===== config.mk =====
export PLATFORM = sky130hd
export DESIGN_NAME = wb_sel_pipe
export DESIGN_NICKNAME = d
export VERILOG_FILES = /design/src/rtl/wb_sel_pkg.sv /design/src/rtl/wb_sel_pipe_src_mux.sv /design/src/rtl/wb_sel_pipe.sv
export SDC_FILE = /design/constraint.sdc
export NUM_CORES = 1
export LEC_CHECK = 0
export ABC_CLOCK_PERIOD_IN_PS = 4670
export CAP_MARGIN = 10
export CORE_MARGIN = 5
export CORE_UTILIZATION = 27
export DETAILED_ROUTE_END_ITERATION = 10
export PLACE_DENSITY_LB_ADDON = 0.12
export SYNTH_ARGS = -nofsm -noshare
export SYNTH_HDL_FRONTEND = slang
export SYNTH_SLANG_ARGS = --single-unit

===== constraint.sdc =====
create_clock -name clk -period 4.67 [get_ports clk]
set_input_delay 0.934 -clock clk [delete_from_list [all_inputs] [get_ports clk]]
set_output_delay 0.934 -clock clk [all_outputs]
set_load 0.005 [all_outputs]

===== src/rtl/wb_sel_pkg.sv =====
// Shared definitions for the writeback-select stage.
//   a_sel_e      : write-address select encodings (rt / rd / link / illegal)
//   SRC_*        : conventional write-data source indices
//   DATA_W_DEF / ADDR_W_DEF : default datapath and register-address widths
package wb_sel_pkg;

  typedef enum logic [1:0] {
    A_SEL_RT   = 2'b00,
    A_SEL_RD   = 2'b01,
    A_SEL_LINK = 2'b10,
    A_SEL_BAD  = 2'b11
  } a_sel_e;

  localparam int DATA_W_DEF = 32;
  localparam int ADDR_W_DEF = 5;

  localparam int SRC_ALU = 0;
  localparam int SRC_DM  = 1;
  localparam int SRC_PC8 = 2;

endpackage


===== src/rtl/wb_sel_pipe_src_mux.sv =====
// wb_src_mux: combinational NSRC-way write-data selector.
//   src_data in  NSRC*DATA_W  packed sources, source k = [k*DATA_W +: DATA_W]
//   d_sel    in  SEL_W        source index
//   data     out DATA_W       selected source (zero when index is out of range)
//   bad      out 1            index >= NSRC
module wb_src_mux
  import wb_sel_pkg::*;
#(
  parameter int DATA_W = DATA_W_DEF,
  parameter int NSRC   = 3,
  parameter int SEL_W  = 2
) (
  input  logic [NSRC*DATA_W-1:0] src_data,
  input  logic [SEL_W-1:0]       d_sel,
  output logic [DATA_W-1:0]      data,
  output logic                   bad
);

  always_comb begin
    data = '0;
    bad  = 1'b1;
    for (int k = 0; k < NSRC; k++) begin
      if (d_sel == SEL_W'(k)) begin
        data = src_data[k*DATA_W +: DATA_W];
        bad  = 1'b0;
      end
    end
  end

endmodule


===== src/rtl/wb_sel_pipe.sv =====
// wb_sel_pipe: registered MEM/WB writeback-select stage.
// Merges write-address select (rt/rd/link) and NSRC-way write-data select,
// suppresses x0 writes, flags illegal selects (sticky) and counts committed
// writes. Optional GRF read bypass enabled by defining WB_BYPASS_EN.
// Ports:
//   clk, reset (sync, active-high), stall (hold), flush (bubble)
//   in_valid, instr (rt=[20:16], rd=[15:11]), a_sel, d_sel, src_data
//   wb_valid, wb_we, wb_addr, wb_data : registered GRF write port
//   sel_err : sticky illegal-select flag, wb_cnt : committed-write counter
//   byp_raddr, byp_rdata_i -> byp_rdata_o : GRF read data after bypass
module wb_sel_pipe
  import wb_sel_pkg::*;
#(
  parameter int DATA_W   = DATA_W_DEF,
  parameter int ADDR_W   = ADDR_W_DEF,
  parameter int NSRC     = 3,
  parameter int SEL_W    = 2,
  parameter int LINK_REG = 31
) (
  input  logic                   clk,
  input  logic                   reset,
  input  logic                   stall,
  input  logic                   flush,
  input  logic                   in_valid,
  input  logic [31:0]            instr,
  input  logic [1:0]             a_sel,
  input  logic [SEL_W-1:0]       d_sel,
  input  logic [NSRC*DATA_W-1:0] src_data,
  output logic                   wb_valid,
  output logic                   wb_we,
  output logic [ADDR_W-1:0]      wb_addr,
  output logic [DATA_W-1:0]      wb_data,
  output logic                   sel_err,
  output logic [31:0]            wb_cnt,
  input  logic [ADDR_W-1:0]      byp_raddr,
  input  logic [DATA_W-1:0]      byp_rdata_i,
  output logic [DATA_W-1:0]      byp_rdata_o
);

  a_sel_e              a_sel_p0;
  logic [ADDR_W-1:0]   addr_p0;
  logic [DATA_W-1:0]   data_p0;
  logic                d_bad_p0;
  logic                sel_bad_p0;
  logic                we_p0;

  logic                vld_p1;
  logic                we_p1;
  logic [ADDR_W-1:0]   addr_p1;
  logic [DATA_W-1:0]   data_p1;
  logic                err_p1;
  logic [31:0]         cnt_p1;

  logic                unused_bits;

  // ---- stage p0: combinational address/data select ----
  assign a_sel_p0 = a_sel_e'(a_sel);

  always_comb begin
    addr_p0 = '0;
    case (a_sel_p0)
      A_SEL_RT:   addr_p0 = ADDR_W'(instr[20:16]);
      A_SEL_RD:   addr_p0 = ADDR_W'(instr[15:11]);
      A_SEL_LINK: addr_p0 = ADDR_W'(LINK_REG);
      default:    addr_p0 = '0;
    endcase
  end

  wb_src_mux #(
    .DATA_W (DATA_W),
    .NSRC   (NSRC),
    .SEL_W  (SEL_W)
  ) u_src_mux (
    .src_data (src_data),
    .d_sel    (d_sel),
    .data     (data_p0),
    .bad      (d_bad_p0)
  );

  assign sel_bad_p0 = (a_sel_p0 == A_SEL_BAD) | d_bad_p0;
  // x0 is hard-wired zero in the GRF, so a write there is never enabled.
  assign we_p0      = in_valid & ~sel_bad_p0 & (addr_p0 != '0);

  // ---- stage p1: MEM/WB boundary register ----
  always_ff @(posedge clk) begin
    if (reset) begin
      vld_p1  <= 1'b0;
      we_p1   <= 1'b0;
      addr_p1 <= '0;
      data_p1 <= '0;
      err_p1  <= 1'b0;
      cnt_p1  <= '0;
    end else if (flush) begin
      vld_p1  <= 1'b0;
      we_p1   <= 1'b0;
      addr_p1 <= '0;
      data_p1 <= '0;
    end else if (!stall) begin
      vld_p1 <= in_valid;
      if (in_valid && sel_bad_p0) begin
        // Illegal select on a live instruction: drop the write, latch error.
        we_p1   <= 1'b0;
        addr_p1 <= '0;
        data_p1 <= '0;
        err_p1  <= 1'b1;
      end else begin
        we_p1   <= we_p0;
        addr_p1 <= addr_p0;
        data_p1 <= data_p0;
      end
      if (we_p0) begin
        cnt_p1 <= cnt_p1 + 32'd1;
      end
    end
  end

  assign wb_valid = vld_p1;
  assign wb_we    = we_p1;
  assign wb_addr  = addr_p1;
  assign wb_data  = data_p1;
  assign sel_err  = err_p1;
  assign wb_cnt   = cnt_p1;

  // ---- bypass: combinational from the registered write port ----
`ifdef WB_BYPASS_EN
  assign byp_rdata_o = (we_p1 && (addr_p1 == byp_raddr) && (byp_raddr != '0))
                       ? data_p1 : byp_rdata_i;
`else
  assign byp_rdata_o = byp_rdata_i;
`endif

  // Instruction fields outside rt/rd are not needed at this stage.
  assign unused_bits = ^{instr[31:21], instr[10:0], byp_raddr};

endmodule


# Word-level counts from Yosys, hierarchy flattened
# Index checks and enable logic that the tools add are counted.
totals:
  reg_bits: 72
  latch_bits: 0
  mem_bits_rw: 0
  rom_bits: 0
  in_bits: 174
  output_inout_bits: 104
  n_memories: 0
classes:
  addsub: 1
  mul: 0
  div_mod_pow: 0
  magnitude_cmp: 0
  n_eq_ne: 5
  shifts: 0
  mux: 10
  bitwise: 6
  n_reduce_logical: 7
ops:
  columns: ["operator", "count"]
  rows:
  - ["$mux W32", 4]
  - ["$add A32 B1 Y32 const B", 1]
  - ["$pmux W5 S3", 1]
  - ["$eq A2 B2 Y1 const B", 3]
  - ["$reduce_and A3 Y1", 2]
  - ["$mux W5", 1]
  - ["$reduce_bool A5 Y1", 1]
  - ["$eq A2 B1 Y1 const B", 2]
  - ["$logic_not A2 Y1", 2]
  - ["$mux W1", 4]
  - ["$not A1 Y1", 3]
  - ["$and A1 B1 Y1", 2]
  - ["$reduce_or A2 Y1", 1]
  - ["$logic_and A1 B1 Y1", 1]
  - ["$or A1 B1 Y1", 1]

# Logic depth before layout (Yosys ltp)
# Gate-level depths: netlist of the first run.
logic_depth:
  ltp_word: 9
  mapped_depth: 8
  mapped_depth_nobuf: 5

# Hierarchy
# From an unflattened synthesis of the first run, not the netlist that was laid out.
unflattened:
  hier_cells: 497
  area_unflattened_um2: 4433.0
by_module_without_submodules:
  columns: ["mod", "instances", "cells_each", "area_each_um2", "seq_area_each_um2"]
  rows:
  - ["wb_sel_pipe", 1, 419, 3485.8, 1441.4]
  - ["wb_src_mux", 1, 78, 947.2, 0.0]

# Worst setup path after synthesis of the first run
# Ideal clock, no wire load.
synth_timing:
  path_kind: "input -> register"
  startpoint: "input port instr[14]"
  endpoint: "register cnt_p1[3], in the netlist wb_cnt[3]"
  setup_time_ns: 0.128
  arrival_ns: 2.369
  t_required_ns: 4.542
  path_slack_ns: 2.173
  cell_stages: 7
  n_path_buf: 2
  path_cell_list: "or4b_1 > o311a_1 > buf_4 > clkbuf_1 > nand4_1 > xor2_1 > nor2_1"
synth_between:
  elab_chain_len: 4
synth_rtl:
  columns: ["item", "line_no", "text"]
  rows:
  - ["start, declared", "wb_sel_pipe.sv:25", "input logic [31:0] instr,"]
  - ["$pmux W5 S3", "wb_sel_pipe.sv:61", "case (a_sel_p0)"]
  - ["$reduce_bool A5 Y1", "wb_sel_pipe.sv:82", "assign we_p0 = in_valid & ~sel_bad_p0 & (addr_p0 != '0);"]
  - ["$and A1 B1 Y1", "wb_sel_pipe.sv:82", null]
  - ["$reduce_and A3 Y1 (no line)", null, null]
  - ["end signal, assigned", "wb_sel_pipe.sv:112", "cnt_p1 <= cnt_p1 + 32'd1;"]
  - ["end, declared", "wb_sel_pipe.sv:52", "logic [31:0] cnt_p1;"]
# Every way passes these cells.
# A chain may end at the register's enable or synchronous reset.

# Final worst setup path of the first run
layout_timing:
  startpoint: "input port a_sel[0]"
  endpoint: "register cnt_p1[20], in the netlist wb_cnt[20]"
layout_between:
  elab_chain_len: 6
layout_rtl:
  columns: ["item", "line_no", "text"]
  rows:
  - ["start, declared", "wb_sel_pipe.sv:26", "input logic [1:0] a_sel,"]
  - ["parallel branches: the longest is 4 deep, another holds $pmux W5 S3", null, null]
  - ["$and A1 B1 Y1 *", "wb_sel_pipe.sv:82", null]
  - ["$reduce_and A3 Y1 (no line) *", null, null]
# Every way passes the cells marked *.

==> reports/qor.yml, run 1 <==
status: "completed"
fmax_mhz: 308
cts_tree: "yes"
final.setup_skew_ps: 6.55
first_iter_violations: 142
maxSlewViolCount: 0
core_area_um2: 14400
grt_max_degree: 49
cp_cell_sequence: "clkdlybuf4s50_1 -> a22oi_1 -> o311a_1 -> nand4_1 -> or4_2 -> a21oi_1"
track_usage: 0.154
critPathMaxStageDelay_ps: 690
fin_crit_ps: 3240
setup_viol: 0
critical-path-slowest-cell: "or4_2"
drv_cap: 0
rsz0062_at_grt: "false"
row_count: 44
gp_congestion: 0.784
endpoint_kind: "flop"
synth_nets: 660
drive_above_1_share: 0.0605
critPathKind: "primary input to flop"
power_density_nw_per_um2: 261
cp_top_family: "simple AND/OR/NAND/NOR gates"
synth.largest_area_cell: "dfxtp_1"
n_fill_cell: 1499
synth_seq_cells: 72
final_cell_mix: "184 x clkdlybuf4s50_1, 72 x dfxtp_1, 59 x nor2_1, 46 x nand2_1, 43 x o21ai_0"
dr_total_vias: 3991
dieArea_um2: 17000
cts_resized: 0
synth.avg_cell_area_um2: 8.06
clkLatencyLatePin_ps: 330
post_cts_buffers: 0
min_path_type: "flop to flop"
clkTransAtPathRegs_ps: 60
final_common_cell: "clkdlybuf4s50_1"
io_buffers: 186
wl_per_cell_um: 16.0
ys_types: 42
crit_path_start_kind: "primary input"
die_w_um: 130
slew_headroom: 0.379
synth_area_um2: 3910
dr.max_layer_used: "met4"
ir_drop_mv: 0.182
met3_wirelength_um: 1330
cp_max_fo: 13
fp.dieH_um: 130
diodes: 0
fin_util: 0.416
synth_top_area_frac: 0.369
setup_tns_ps: 0
layout.area.seq_um2: 1440
ys_seq_area_frac: 0.369
viasPerCell: 4.92
yosysWarnings: 0
htree_levels: 3
cp_data_required_time_ps: 4930
period_share: 0.694
route.detailed.drc: 0
cts_sinks: 72
synthFlopType: "dfxtp_1"
ant_nets: 0
grt_remaining_overflow: 0
wl_um: 13000
hold_violations: 0
numCtsBuffers: 9
grt_pass1_vias: 4084
worst_slack_ps: 1430
netlist_top_cells_area: "dfxtp_1 37%, mux2i_1 8.7%, a22oi_1 6.3%"
place_hpwl_um: 9570
io_pins: 278
start_util: 0.272
synthArstFlopShare: 0
cts_root_buffer: "clkbuf_16"
p_leak_nw: 2.10
grt_antenna_before_repair: 0
cts_buffer_depth: 2
finalNetCount: 798
multi_input_area_um2: 2060
dp_slack_ps: 1090
crit_buf_inv: 1
postSynthCellCount: 485
hold_buffers: 0
first_pass_iters: 5
area_growth_pct: 52.9
arrival_ps: 3510
grt_pass1_wl_um: 20700
drt-met1-wl_um: 5160
met2_length_um: 6270
synth_edf_count: 0
worst_pin_slew_ps: 931
worst paths after layout:
check	slack (ps)	endpoint	start	depth (start not counted)
setup / recovery	1430	wb_cnt[20]	a_sel[0]	6
hold / removal	470	wb_we	wb_we	2
setup reg to reg	2360	wb_cnt[20]	wb_cnt[2]	5
hold reg to reg	470	wb_we	wb_we	2
through the flow:
stage               hold slack [ps]  instance area [µm²]  instances  total power, mW
floorplan                       457                 3910        485            0.758
global placement                452                 5670        796            0.877
detailed placement              460                 5670        796            0.879
CTS                             468                 5970        812             1.58
global route                    494                 5970        812             1.63
finish                          466                 5970        812             1.56
cell usage after synthesis (6+ instances only):
library cell	count
a21oi_1	24
nand2_1	46
or3_1	7
o21ai_0	43
clkbuf_1	30
nand4_1	15
inv_1	9
nor3_1	7
nor2_1	60
a22oi_1	33
nand3_1	7
dfxtp_1	72
o31ai_1	6
mux2i_1	34
buf_4	33
xor2_1	10
cell type report:
type	count	share of cell area
multi-input combinational	338	0.345
timing repair buffer	193	0.319
sequential	72	0.241
clock buffer	13	0.0436
tap	184	0.0385
clock inverter	3	0.00670
inverter	9	0.00566
per-layer routing:
metal | track usage | vias up
met2 | 0.254 | 149
met1 | 0.175 | 1868
met3 | 0.0679 | 11
met5 | 0 | -
met4 | 0.0575 | 0
li1 | - | 1963
power by group:
part / internal (mW) / leakage [nW] / total (mW) / switching, mW
clock: 0.441 / 0.150 / 0.695 / 0.254
combinational: 0.139 / 1.37 / 0.233 / 0.0939
sequential: 0.624 / 0.582 / 0.630 / 0.00558
kinds of logic after synthesis:
logic type / Yosys count / share of synthesized area
AOI/OAI and AO/OA: 114 / 0.179
muxes: 34 / 0.0871
xor gates and xnor gates: 13 / 0.0291
adders and majority gates: 1 / 0.00320
and+or+nand+nor: 176 / 0.228
buffers and inverters: 75 / 0.104
DFF: 72 / 0.369
state kept, by name, indices dropped and copies added, names as in the netlist:
signal and flops:
sel_err 1, wb_data 32, wb_addr 5, wb_we 1
wb_cnt 32, wb_valid 1
worst reg2reg max path, cell delays in order (launching register included):
cell     delay [ps]
dfxtp_1         450
nand4_1         250
nor3_1          250
nand4_1         450
or4_2           700
a21oi_1         150
(Power assumes the default switching activity.)
==> run 2: changes to the inputs <==
ABC_CLOCK_PERIOD_IN_PS = 3200   (was 4670)
clock period = 3.2 ns   (was 4.67 ns; I/O delays follow)
==> run 2 against run 1 <==
  * First-iteration DRC count shrank 21%
  * Clock skew is 0.93 ps lower
  * Clock-buffer cell count down 3
  * Critical path depth grew 1
  * Combinational power grew 49%
  * Non-clock buffer count increased by 7
  * Sequential share of layout area decreased by 0.16 points
==> reports/qor.yml, run 2 (synthesized netlist as in run 1, its figures left out) <==
diodes: 0
cp_data_required_time_ps: 3470
r2r_setup_slack_ps: 1040
track_usage: 0.152
critPathKind: "primary input to flop"
crit_path_start_kind: "primary input"
first_iter_violations: 112
cts_root_buffer: "clkbuf_16"
hold_violations: 0
cts_sinks: 72
dp_slack_ps: 232
route.detailed.drc: 0
grt_pass1_wl_um: 20300
grt_remaining_overflow: 0
wl_um: 12800
io_buffers: 186
core_area_um2: 14400
cp_max_fo: 14
setup_tns_ps: 0
dr_total_vias: 3967
cts_buffer_depth: 2
design_area_um2: 6010
status: "completed"
critical-path-slowest-cell: "clkdlybuf4s50_1"
multi_input_area_um2: 2060
wl_per_cell_um: 15.6
clkLatencyLatePin_ps: 340
io_pins: 278
ir_drop_mv: 0.224
row_count: 44
first_pass_iters: 4
finalNetCount: 805
htree_levels: 3
numCtsBuffers: 9
layout.area.seq_um2: 1440
slew_headroom: 0.618
fp.dieH_um: 130
final_cell_mix: "184 x clkdlybuf4s50_1, 72 x dfxtp_1, 59 x nor2_1, 46 x nand2_1, 43 x o21ai_0"
worst_slack_ps: 599
area_growth_pct: 53.9
ant_nets: 0
critPathMaxStageDelay_ps: 510
final.setup_skew_ps: 5.62
setup_viol: 0
arrival_ps: 2870
cp_cell_sequence: "clkdlybuf4s50_1 -> a22oi_1 -> o311a_1 -> buf_12 -> nand4_1 -> or4_1 -> a21oi_1"
dpl_cell_area_um2: 5740
cts_resized: 0
clkTransAtPathRegs_ps: 60
hold_buffers: 0
place_hpwl_um: 9720
p_leak_nw: 2.12
cts_tree: "yes"
viasPerCell: 4.84
fin_crit_ps: 2600
die_w_um: 130
dieArea_um2: 17000
post_cts_buffers: 0
power_density_nw_per_um2: 365
grt_pass1_vias: 4044
final_common_cell: "clkdlybuf4s50_1"
start_util: 0.272
rsz0062_at_grt: "false"
gp_congestion: 0.803
maxSlewViolCount: 0
fmax_mhz: 384
drv_cap: 0
n_fill_cell: 1482
grt_antenna_before_repair: 0
period_share: 0.813
drive_above_1_share: 0.0740
endpoint_kind: "flop"
grt_max_degree: 47
worst_pin_slew_ps: 573
min_path_type: "flop to flop"
run 2: changes by cell type in the layout (fill, tap and decap cells not counted):
cell,delta
buf_4,+6
clkbuf_1,-2
clkinv_2,+2
clkinvlp_4,+2
buf_12,+1
bufinv_16,-1
clkbuf_8,-1
run 2: final timing paths:
| kind | start | end | depth (start not counted) |
|---|---|---|---|
| setup reg to reg | wb_cnt[2] | wb_cnt[31] | 5 |
| hold reg to reg | wb_we | wb_we | 2 |
| setup / recovery | a_sel[0] | wb_cnt[28] | 7 |
| hold / removal | wb_we | wb_we | 2 |
run 2: worst max-delay path: cells and delay by family:
family / cells / cell delay, ps
AO/OA/AOI/OAI: 3 / 790
buffers and inverters: 2 / 690
AND/OR/NAND/NOR: 2 / 750
run 2: through the flow:
stage | std cells | utilization | hold WS [ps] | power [mW]
2_1_floorplan | 485 | - | 457 | 1.11
6_report | 819 | 0.418 | 469 | 2.20
3_3_place_gp | 803 | 0.399 | 451 | 1.29
3_5_place_dp | 803 | 0.399 | 465 | 1.29
5_1_grt | 819 | 0.418 | 488 | 2.30
4_1_cts | 819 | 0.418 | 474 | 2.23
run 2: where the power goes:
part	leakage, nW	switching (mW)	internal (mW)
registers	0.582	0.00827	0.911
clock network	0.134	0.391	0.540
logic	1.40	0.137	0.210
total	2.12	0.536	1.66
run 2: area by class of cell:
type | instances | share of cell area
multi-input combinational | 338 | 0.343
timing repair buffer | 200 | 0.328
sequential | 72 | 0.240
clock buffer | 10 | 0.0398
tap | 184 | 0.0383
clock inverter | 6 | 0.00583
inverter | 9 | 0.00562
run 2: metal layers:
| layer | part of all wire | global-route usage |
|---|---|---|
| met5 | 0 | 0 |
| met3 | 0.098 | 0.0667 |
| met2 | 0.48 | 0.250 |
| met1 | 0.40 | 0.171 |
| met4 | 0.023 | 0.0697 |
